## src/rtl/mem_arb_pkg.sv

```systemverilog
// Shared types, constants and the round-robin pick helper for the
// four-port memory arbiter.
package mem_arb_pkg;

    localparam int NUM_PORTS = 4;
    localparam int ADDR_W    = 14;
    localparam int DATA_W    = 16;
    localparam int PID_W     = 2;

    typedef enum logic [1:0] {
        IDLE   = 2'd0,
        ACCESS = 2'd1,
        RESP   = 2'd2
    } arb_state_t;

    // First requesting port found when scanning upward from ptr, wrapping 3->0.
    // Returns ptr when nothing is requesting (caller qualifies with any-request).
    function automatic logic [PID_W-1:0] rr_pick(input logic [NUM_PORTS-1:0] req,
                                                 input logic [PID_W-1:0]     ptr);
        logic [PID_W-1:0] idx;
        logic [PID_W-1:0] win;
        logic             found;
        win   = ptr;
        found = 1'b0;
        for (int i = 0; i < NUM_PORTS; i++) begin
            idx = ptr + PID_W'(i);
            if (!found && req[idx]) begin
                win   = idx;
                found = 1'b1;
            end else begin
                win = win;
            end
        end
        return win;
    endfunction

endpackage

```

## src/rtl/mem_arb_picker.sv

```systemverilog
// Combinational 4-way selector: scans requests starting at the pointer.
// A pointer tied to zero gives fixed priority with port 0 highest.
module mem_arb_picker
    import mem_arb_pkg::*;
(
    input  logic [NUM_PORTS-1:0] req,
    input  logic [PID_W-1:0]     ptr,
    output logic [PID_W-1:0]     win,
    output logic                 any
);

    // Winner index and "someone is asking" flag.
    always_comb begin
        win = rr_pick(req, ptr);
        any = |req;
    end

endmodule

```

## src/rtl/mem_port_arbiter.sv

```systemverilog
// Four-port arbiter for the shared 16K x 16 memory array.
// One transaction at a time: IDLE picks a port and latches its command,
// ACCESS holds mem_req until mem_ack, RESP pulses proc_resp to the winner.
// Build option: define MEM_PORT_ARB_RR_EN for round-robin arbitration;
// otherwise fixed priority (port 0 highest) with no pointer register.
module mem_port_arbiter
    import mem_arb_pkg::*;
(
    input  logic                              clk,
    input  logic                              reset,
    input  logic [NUM_PORTS-1:0]              proc_req,
    input  logic [NUM_PORTS-1:0]              proc_we,
    input  logic [NUM_PORTS-1:0][ADDR_W-1:0]  proc_addr,
    input  logic [NUM_PORTS-1:0][DATA_W-1:0]  proc_wdata,
    output logic [NUM_PORTS-1:0]              proc_resp,
    output logic [DATA_W-1:0]                 proc_rdata,
    output logic                              mem_req,
    output logic                              mem_we,
    output logic [ADDR_W-1:0]                 mem_addr,
    output logic [DATA_W-1:0]                 mem_wdata,
    input  logic                              mem_ack,
    input  logic [DATA_W-1:0]                 mem_rdata,
    output logic                              busy,
    output logic [PID_W-1:0]                  grant_id
);

    arb_state_t             state_r, state_nxt_s;
    logic [PID_W-1:0]       grant_id_r, grant_nxt_s;
    logic                   mem_req_r, mem_req_nxt_s;
    logic                   mem_we_r, mem_we_nxt_s;
    logic [ADDR_W-1:0]      mem_addr_r, mem_addr_nxt_s;
    logic [DATA_W-1:0]      mem_wdata_r, mem_wdata_nxt_s;
    logic [NUM_PORTS-1:0]   proc_resp_r, proc_resp_nxt_s;
    logic [DATA_W-1:0]      proc_rdata_r, proc_rdata_nxt_s;
    logic                   busy_r;
    logic [PID_W-1:0]       ptr_s;
    logic [PID_W-1:0]       win_s;
    logic                   req_any_s;

`ifdef MEM_PORT_ARB_RR_EN
    logic [PID_W-1:0]       ptr_r;

    // Round-robin pointer moves past the port just served.
    always_ff @(posedge clk or posedge reset) begin
        if (reset) begin
            ptr_r <= 2'd0;
        end else if (state_r == RESP) begin
            ptr_r <= grant_id_r + 2'd1;
        end else begin
            ptr_r <= ptr_r;
        end
    end

    assign ptr_s = ptr_r;
`else
    assign ptr_s = 2'd0;
`endif

    mem_arb_picker u_picker (
        .req (proc_req),
        .ptr (ptr_s),
        .win (win_s),
        .any (req_any_s)
    );

    // Next-state and next-register values; everything holds unless told otherwise.
    always_comb begin
        state_nxt_s      = state_r;
        grant_nxt_s      = grant_id_r;
        mem_req_nxt_s    = 1'b0;
        mem_we_nxt_s     = mem_we_r;
        mem_addr_nxt_s   = mem_addr_r;
        mem_wdata_nxt_s  = mem_wdata_r;
        proc_resp_nxt_s  = 4'b0000;
        proc_rdata_nxt_s = proc_rdata_r;
        case (state_r)
            IDLE: begin
                if (req_any_s) begin
                    state_nxt_s     = ACCESS;
                    grant_nxt_s     = win_s;
                    mem_req_nxt_s   = 1'b1;
                    mem_we_nxt_s    = proc_we[win_s];
                    mem_addr_nxt_s  = proc_addr[win_s];
                    mem_wdata_nxt_s = proc_wdata[win_s];
                end else begin
                    state_nxt_s = IDLE;
                end
            end
            ACCESS: begin
                if (mem_ack) begin
                    state_nxt_s     = RESP;
                    proc_resp_nxt_s = 4'b0001 << grant_id_r;
                    if (!mem_we_r) begin
                        proc_rdata_nxt_s = mem_rdata;
                    end else begin
                        proc_rdata_nxt_s = proc_rdata_r;
                    end
                end else begin
                    state_nxt_s   = ACCESS;
                    mem_req_nxt_s = 1'b1;
                end
            end
            RESP: begin
                state_nxt_s = IDLE;
            end
            default: begin
                state_nxt_s = IDLE;
            end
        endcase
    end

    // State and output registers; reset drops mem_req at once and clears any response.
    always_ff @(posedge clk or posedge reset) begin
        if (reset) begin
            state_r      <= IDLE;
            grant_id_r   <= 2'd0;
            mem_req_r    <= 1'b0;
            mem_we_r     <= 1'b0;
            mem_addr_r   <= 14'd0;
            mem_wdata_r  <= 16'd0;
            proc_resp_r  <= 4'b0000;
            proc_rdata_r <= 16'd0;
            busy_r       <= 1'b0;
        end else begin
            state_r      <= state_nxt_s;
            grant_id_r   <= grant_nxt_s;
            mem_req_r    <= mem_req_nxt_s;
            mem_we_r     <= mem_we_nxt_s;
            mem_addr_r   <= mem_addr_nxt_s;
            mem_wdata_r  <= mem_wdata_nxt_s;
            proc_resp_r  <= proc_resp_nxt_s;
            proc_rdata_r <= proc_rdata_nxt_s;
            busy_r       <= (state_nxt_s != IDLE);
        end
    end

    assign proc_resp  = proc_resp_r;
    assign proc_rdata = proc_rdata_r;
    assign mem_req    = mem_req_r;
    assign mem_we     = mem_we_r;
    assign mem_addr   = mem_addr_r;
    assign mem_wdata  = mem_wdata_r;
    assign busy       = busy_r;
    assign grant_id   = grant_id_r;

endmodule

```

## config.mk

```make
export PLATFORM = sky130hd
export DESIGN_NAME = mem_port_arbiter
export DESIGN_NICKNAME = d
export VERILOG_FILES = /design/src/rtl/mem_arb_pkg.sv /design/src/rtl/mem_arb_picker.sv /design/src/rtl/mem_port_arbiter.sv
export SDC_FILE = /design/constraint.sdc
export NUM_CORES = 1
export LEC_CHECK = 0
export ABC_AREA = 1
export ABC_CLOCK_PERIOD_IN_PS = 3600
export CORE_UTILIZATION = 35
export CTS_BUF_LIST = sky130_fd_sc_hd__clkbuf_8
export CTS_CLUSTER_DIAMETER = 50
export DETAILED_ROUTE_END_ITERATION = 10
export HOLD_SLACK_MARGIN = 0.12
export PLACE_DENSITY = 0.77
export SLEW_MARGIN = 40
export SYNTH_ARGS = -nofsm -noshare
export SYNTH_HDL_FRONTEND = slang
export SYNTH_SLANG_ARGS = --single-unit
```

## constraint.sdc

```tcl
create_clock -name clk -period 3.6 [get_ports clk]
set_clock_uncertainty 0.1 [all_clocks]
set_input_delay 0.72 -clock clk [delete_from_list [all_inputs] [get_ports clk]]
set_output_delay 0.72 -clock clk [all_outputs]
set_load 0.05 [all_outputs]
```

==> Implementation_results.wiki, run 1 <==
{| class="wikitable"
! Metric !! Value
|-
| Result of the run || complete, no violations
|-
| CP arrival || 1.69 ns
|-
| Number of buffers inserted by hold repair at cts || 0
|-
| Row Count || 36
|-
| Leakage Power || 0.002883 uW
|-
| Endpoints failing hold || 0
|-
| Worst slack, placed || 0.8211 ns
|-
| Number of warnings issued by yosys || 0
|-
| Remaining Overflow, GRT || 0
|-
| Largest vdd supply drop || 349.8 uV
|-
| Buffer count from post-CTS setup fixing || 0
|-
| Number of design rule violations left after detail routing || 0
|-
| Num CTS Buffers || 5
|-
| Post-synthesis instance area || 3478 um^2
|-
| Asr flop ratio synth || 100.0%
|-
| Slew of the pin with the lowest slew margin || 0.7291 ns
|-
| Maximum buffer depth of the clock tree || 2
|-
| Clock transition at path regs || 0.11 ns
|-
| # Max-Cap Violations || 0
|-
| DRT antenna net count || 0
|-
| Diode insertion count for antenna repair || 0
|-
| Effective utilization at floorplan || 35.92%
|-
| Worst-Skew Late Latency || 0.31 ns
|-
| GPL Wtd Cong || 0.8712
|-
| List of most frequent post-synthesis cells || nand2_1, inv_1, nand3_1
|-
| Fin. max-slew vios || 0
|-
| Number of antenna violations at the first check in global routing || 0
|-
| Register bit total from synthesis || 56
|-
| Delay of the slowest cell on the worst path || 0.89 ns
|-
| Via count of the first global-routing pass || 3,378
|-
| Mean instance size in the synthesized netlist || 6.888 um^2
|-
| Area of all placed cells without fillers || 5670 um^2
|-
| Worst setup path category || register to primary output
|-
| Number of nets in the layout || 836
|-
| Post-cts sizing count || 0
|-
| Library cell occupying the most area in the post-synthesis netlist || dfrtp_1
|-
| Total via count in the routed design || 3,717
|-
| Number of iterations in the first detailed-routing pass || 5
|-
| Area share of the largest cell type after synthesis || 40.29%
|-
| Most frequent cell after synthesis || nand2_1
|-
| CP required || 2.78 ns
|-
| WP buf/inv || 1
|-
| Number of H-tree branching levels || 2
|-
| Worst Path Max Fanout || 4
|-
| Post-route setup slack || 1.094 ns
|-
| Number of nets produced by synthesis || 652
|-
| Number of synthesized flops with an enable pin || 0
|-
| Launching element type of the critical path || register
|-
| Fraction of layout cells with a size suffix above 1 || 8.406%
|-
| First-pass GRT wire length || 15,680 um
|-
| Number of clock sinks seen by CTS || 56
|-
| Min-Delay Path Class || register to register
|-
| DIE WIDTH || 101.7 um
|-
| Unrepaired setup endpoints after global routing || false
|-
| Mean number of vias per cell || 4.516
|-
| Post-layout min period || 2.506 ns
|-
| Routed WL per cell || 12.16 um
|-
| Setup-violating endpoint count in the final report || 0
|-
| Predominant post-synthesis flop cell || dfrtp_1
|-
| CTS root buffer || clkbuf_8
|-
| Count of different cell masters after synthesis || 21
|-
| Post-route clock period utilization || 69.61%
|-
| Boundary Pins || 202
|-
| Number of design-rule violations left by the first detailed-router iteration || 121
|-
| Pin count of the biggest net entering global routing || 104
|-
| Post-Syn Instances || 505
|-
| Floorplan die height || 101.7 um
|-
| Global-route usage over all layers || 18.97%
|-
| Detailed-route wire length || 10,010 um
|-
| Worst slew margin relative to its limit || 51.34%
|-
| Top post-synthesis cells by area || dfrtp_1, nand2_1, inv_1
|-
| Slowest stage cell, crit path || clkdlybuf4s50_1
|-
| Endpoint kind of the worst setup timing path || primary output
|-
| Total Negative Setup Slacks || 0 ns
|-
| Family of cells with the greatest summed delay on the critical path || buffers and inverters
|-
| Fraction of the yosys area taken by sequential cells || 40.29%
|-
| Placeable core region || 9684 um^2
|-
| Area grow syn2layout || 63.02%
|-
| Detail Placement HPWL || 7779 um
|-
| Peak clock frequency supported by timing || 399.0 MHz
|-
| Port bufs || 201
|-
| CTS tree || yes
|-
| Standard cell area after detailed placement || 5554 um^2
|-
| Critical path, cell by cell || clkdlybuf4s50_1
|-
| Power density normalized to cell area || 710.3 nW/um^2
|-
| Die area || 10,340 um^2
|}
worst paths after layout:
path / start / endpoint / slack [ns] / cells after the start
worst max-delay path: state_r[0] / mem_req / 1.09 / 1
worst min register to register: proc_rdata[1] / proc_rdata[1] / 0.39 / 2
max in group asynchronous: reset / proc_resp[0] / 1.96 / 3
worst max register to register: state_r[1] / mem_addr[8] / 1.70 / 6
worst min-delay path: proc_rdata[1] / proc_rdata[1] / 0.39 / 2
min in group asynchronous: reset / mem_addr[1] / 0.59 / 2
metal layers:
| layer | up-vias | part of all wire [%] | track usage (%) |
|---|---|---|---|
| met3 | 11 | 8.5 | 3.382 |
| met4 | 0 | 1.5 | 5.240 |
| met2 | 166 | 49 | 33.21 |
| li1 | 1898 | - | - |
| met5 | - | 0 | 0 |
| met1 | 1642 | 40 | 23.91 |
worst reg2reg max path, stage by stage (launching register included):
cell	delay [ns]
dfrtp_1	0.45
inv_1	0.10
nand2_1	0.09
nor2_2	0.40
inv_2	0.39
nand2_1	0.17
nand3_1	0.09
cell families after synthesis:
family | share of synthesized area [%]
compound gates | 8.777
buf+inv | 17.01
simple gates | 33.92
flops | 40.29
sequential cells by signal (all words and copies together) (netlist names):
register    flops
busy            1
proc_resp       4
mem_addr       14
proc_rdata     16
state_r         2
grant_id        2
mem_we          1
mem_wdata      16
cell type report:
class,instances,area (um^2)
Clock buffer,5,68.82
Timing Repair Buffer,206,2062
Inverter,115,431.7
Fill cell,888,4014
Clock inverter,3,47.55
Multi-Input combinational cell,305,1493
Tap cell,133,166.4
Sequential cell,56,1401
where the power goes:
group | switching [uW] | internal (uW) | leakage [uW]
registers | 181 | 917 | 0.000694
logic | 1640 | 868 | 0.00213
clock network | 211 | 210 | 0.0000583
total | 2030 | 1990 | 0.00288
placed cells by master, fill, tap and decap left out, drive strengths merged:
cell type and instances:
buf 5, bufinv 1, clkbuf 5, clkdlybuf4s50 201, clkinv 2, dfrtp 56
inv 115, nand2 152, nand3 84, nand4 1, nor2 3, nor3 5
o211ai 20, o21ai 19, or2 21
through the flow:
| stage | cells | total power [uW] | hold slack [ns] | utilization, % |
|---|---|---|---|---|
| 5_1_grt | 823 | 4263 | 0.4151 | 58.55 |
| 3_5_place_dp | 815 | 3643 | 0.3700 | 57.35 |
| 6_report | 823 | 4028 | 0.3918 | 58.55 |
| 2_1_floorplan | 505 | 2729 | 0.4686 | - |
| 3_3_place_gp | 815 | 3583 | 0.3649 | 57.35 |
| 4_1_cts | 823 | 4068 | 0.3940 | 58.55 |
No activity file was read; power rests on OpenSTA's default activity.
==> run 2, diff against run 1 <==
ABC_CLOCK_PERIOD_IN_PS = 2400   (was 3600)
clock period = 2.4 ns   (was 3.6 ns; I/O delays follow)
==> run 2 against run 1 <==
  * Flip-flop and latch count is the same
  * Clock power grew 25%
  * Register-to-register slack got worse by 1.0 ns
  * Largest power group unchanged
==> Implementation_results.wiki, run 2 (synthesized netlist as in run 1, its figures left out) <==
{| class="wikitable"
! Metric !! Value
|-
| CP arrival || 1.71 ns (was 1.69 ns)
|-
| Number of design-rule violations left by the first detailed-router iteration || 156 (was 121)
|-
| Diode insertion count for antenna repair || 0 (unchanged)
|-
| Worst Path Max Fanout || 4 (unchanged)
|-
| Result of the run || complete, no violations (unchanged)
|-
| GPL Wtd Cong || 0.8355 (was 0.8712)
|-
| Number of iterations in the first detailed-routing pass || 4 (was 5)
|-
| Final cell count without fillers || 830 (was 823)
|-
| Peak clock frequency supported by timing || 437.2 MHz
|-
| Family of cells with the greatest summed delay on the critical path || buffers and inverters (unchanged)
|-
| Standard cell area after detailed placement || 5605 um^2 (was 5554 um^2)
|-
| Number of clock sinks seen by CTS || 56 (unchanged)
|-
| Area grow syn2layout || 64.14% (was 63.02%)
|-
| Min-Delay Path Class || register to register (unchanged)
|-
| Worst setup path category || register to primary output (unchanged)
|-
| Mean number of vias per cell || 4.528 (was 4.516)
|-
| Worst slack, placed || 0.01652 ns (was 0.8211 ns)
|-
| Fin. max-slew vios || 0 (unchanged)
|-
| Largest vdd supply drop || 474.5 uV (was 349.8 uV)
|-
| Die area || 10,340 um^2 (unchanged)
|-
| Detailed-route wire length || 10,060 um (was 10,010 um)
|-
| Number of nets in the layout || 843 (was 836)
|-
| Post-route clock period utilization || 95.29%
|-
| Worst-Skew Late Latency || 0.31 ns (about the same)
|-
| Remaining Overflow, GRT || 0 (unchanged)
|-
| Delay of the slowest cell on the worst path || 0.91 ns (was 0.89 ns)
|-
| # Max-Cap Violations || 0 (unchanged)
|-
| Maximum buffer depth of the clock tree || 2 (unchanged)
|-
| Number of antenna violations at the first check in global routing || 0 (unchanged)
|-
| Number of design rule violations left after detail routing || 0 (unchanged)
|-
| Top library cells by usage in the layout, fill and taps aside || clkdlybuf4s50_1, nand2_1, inv_1, nand3_1, dfrtp_1 (unchanged)
|-
| Num CTS Buffers || 5 (unchanged)
|-
| Pin count of the biggest net entering global routing || 81 (was 104)
|-
| Worst slew margin relative to its limit || 61.74% (was 51.34%)
|-
| Fraction of layout cells with a size suffix above 1 || 9.326% (was 8.406%)
|-
| Launching element type of the critical path || register (unchanged)
|-
| Hold_ws || 0.3895 ns (was 0.3918 ns)
|-
| Slowest stage cell, crit path || clkdlybuf4s50_1 (unchanged)
|-
| Total via count in the routed design || 3,758 (was 3,717)
|-
| Unrepaired setup endpoints after global routing || false (unchanged)
|-
| Endpoints failing hold || 0 (unchanged)
|-
| Clock transition at path regs || 0.11 ns (about the same)
|-
| CTS root buffer || clkbuf_8 (unchanged)
|-
| CTS tree || yes (unchanged)
|-
| Detail Placement HPWL || 7858 um (was 7779 um)
|-
| Via count of the first global-routing pass || 3,480 (was 3,378)
|-
| Leakage Power || 0.002901 uW (was 0.002883 uW)
|-
| Global-route usage over all layers || 18.94% (was 18.97%)
|-
| Slew of the pin with the lowest slew margin || 0.5721 ns (was 0.7291 ns)
|-
| Post-layout min period || 2.287 ns
|-
| DIE WIDTH || 101.7 um (unchanged)
|-
| Leading cell type in the layout, fill and taps excluded || clkdlybuf4s50_1 (unchanged)
|-
| Floorplan die height || 101.7 um (unchanged)
|-
| Number of buffers inserted by hold repair at cts || 0 (unchanged)
|-
| Row Count || 36 (unchanged)
|-
| Power density normalized to cell area || 1045 nW/um^2 (was 710.3 nW/um^2)
|-
| CP required || 1.82 ns (was 2.78 ns)
|-
| Placeable core region || 9684 um^2 (unchanged)
|-
| Routed WL per cell || 12.12 um (was 12.16 um)
|-
| Post-Place Cells || 821 (was 815)
|-
| Boundary Pins || 202 (unchanged)
|-
| WP buf/inv || 1 (unchanged)
|-
| Port bufs || 201 (unchanged)
|-
| Post-route setup slack || 0.1130 ns (was 1.094 ns)
|-
| First-pass GRT wire length || 15,680 um (unchanged)
|-
| Buffer count from post-CTS setup fixing || 0 (unchanged)
|-
| Post-cts sizing count || 0 (unchanged)
|-
| Worst R2R Setup Slack || 0.69 ns (was 1.70 ns)
|-
| Area of all placed cells without fillers || 5709 um^2 (was 5670 um^2)
|-
| Endpoint kind of the worst setup timing path || primary output (unchanged)
|-
| Critical path, cell by cell || clkdlybuf4s50_1 (unchanged)
|-
| DRT antenna net count || 0 (unchanged)
|-
| Number of H-tree branching levels || 2 (unchanged)
|-
| Setup-violating endpoint count in the final report || 0 (unchanged)
|-
| Effective utilization at floorplan || 35.92% (unchanged)
|}
==> run 2: cell types whose count changed in the layout (fill, tap and decap cells not counted), sizes merged <==
cell,before,now
bufinv,1,0
clkinvlp,0,2
buf,5,12
clkinv,2,1
==> run 2: report_power, final <==
group | internal [uW] | total (uW) | switching, uW | leakage [uW]
clock | 207 | 525 | 318 | 0.0000404
sequential | 1370 | 1640 | 265 | 0.000694
combinational | 1340 | 3800 | 2460 | 0.00217
==> run 2: worst paths after layout <==
path,from,endpoint,cells after the start
min in group asynchronous,reset,proc_rdata[8],3
setup / recovery,state_r[0],mem_req,1
hold reg to reg,mem_wdata[14],mem_wdata[14],2
max in group asynchronous,reset,busy,3
hold / removal,mem_wdata[14],mem_wdata[14],2
setup reg to reg,state_r[1],mem_addr[3],7
==> run 2: per-layer routing <==
| metal | part of all wire (%) | vias to the layer above | track usage [%] |
|---|---|---|---|
| met1 | 44 | 1686 | 24.44 |
| met3 | 6.7 | 17 | 3.589 |
| li1 | - | 1912 | - |
| met5 | 0 | - | 0 |
| met2 | 48 | 143 | 32.02 |
| met4 | 1.8 | 0 | 5.909 |
==> run 2: stage by stage <==
step | total power, uW | util, % | TNS [ns]
CTS | 6017 | 58.84 | 0
floorplan | 4094 | - | 0
global placement | 5393 | 57.82 | -2.149
detailed placement | 5475 | 57.88 | 0
finish | 5968 | 58.95 | 0
global route | 6333 | 58.95 | 0
==> run 2: final cells by class <==
type                            count  area (um^2)
Clock buffer                        5        68.82
Clock inverter                      3        23.77
Fill cell                         879         3975
Inverter                          115        431.7
Multi-Input combinational cell    305         1499
Sequential cell                    56         1401
Tap cell                          133        166.4
Timing Repair Buffer              213         2118
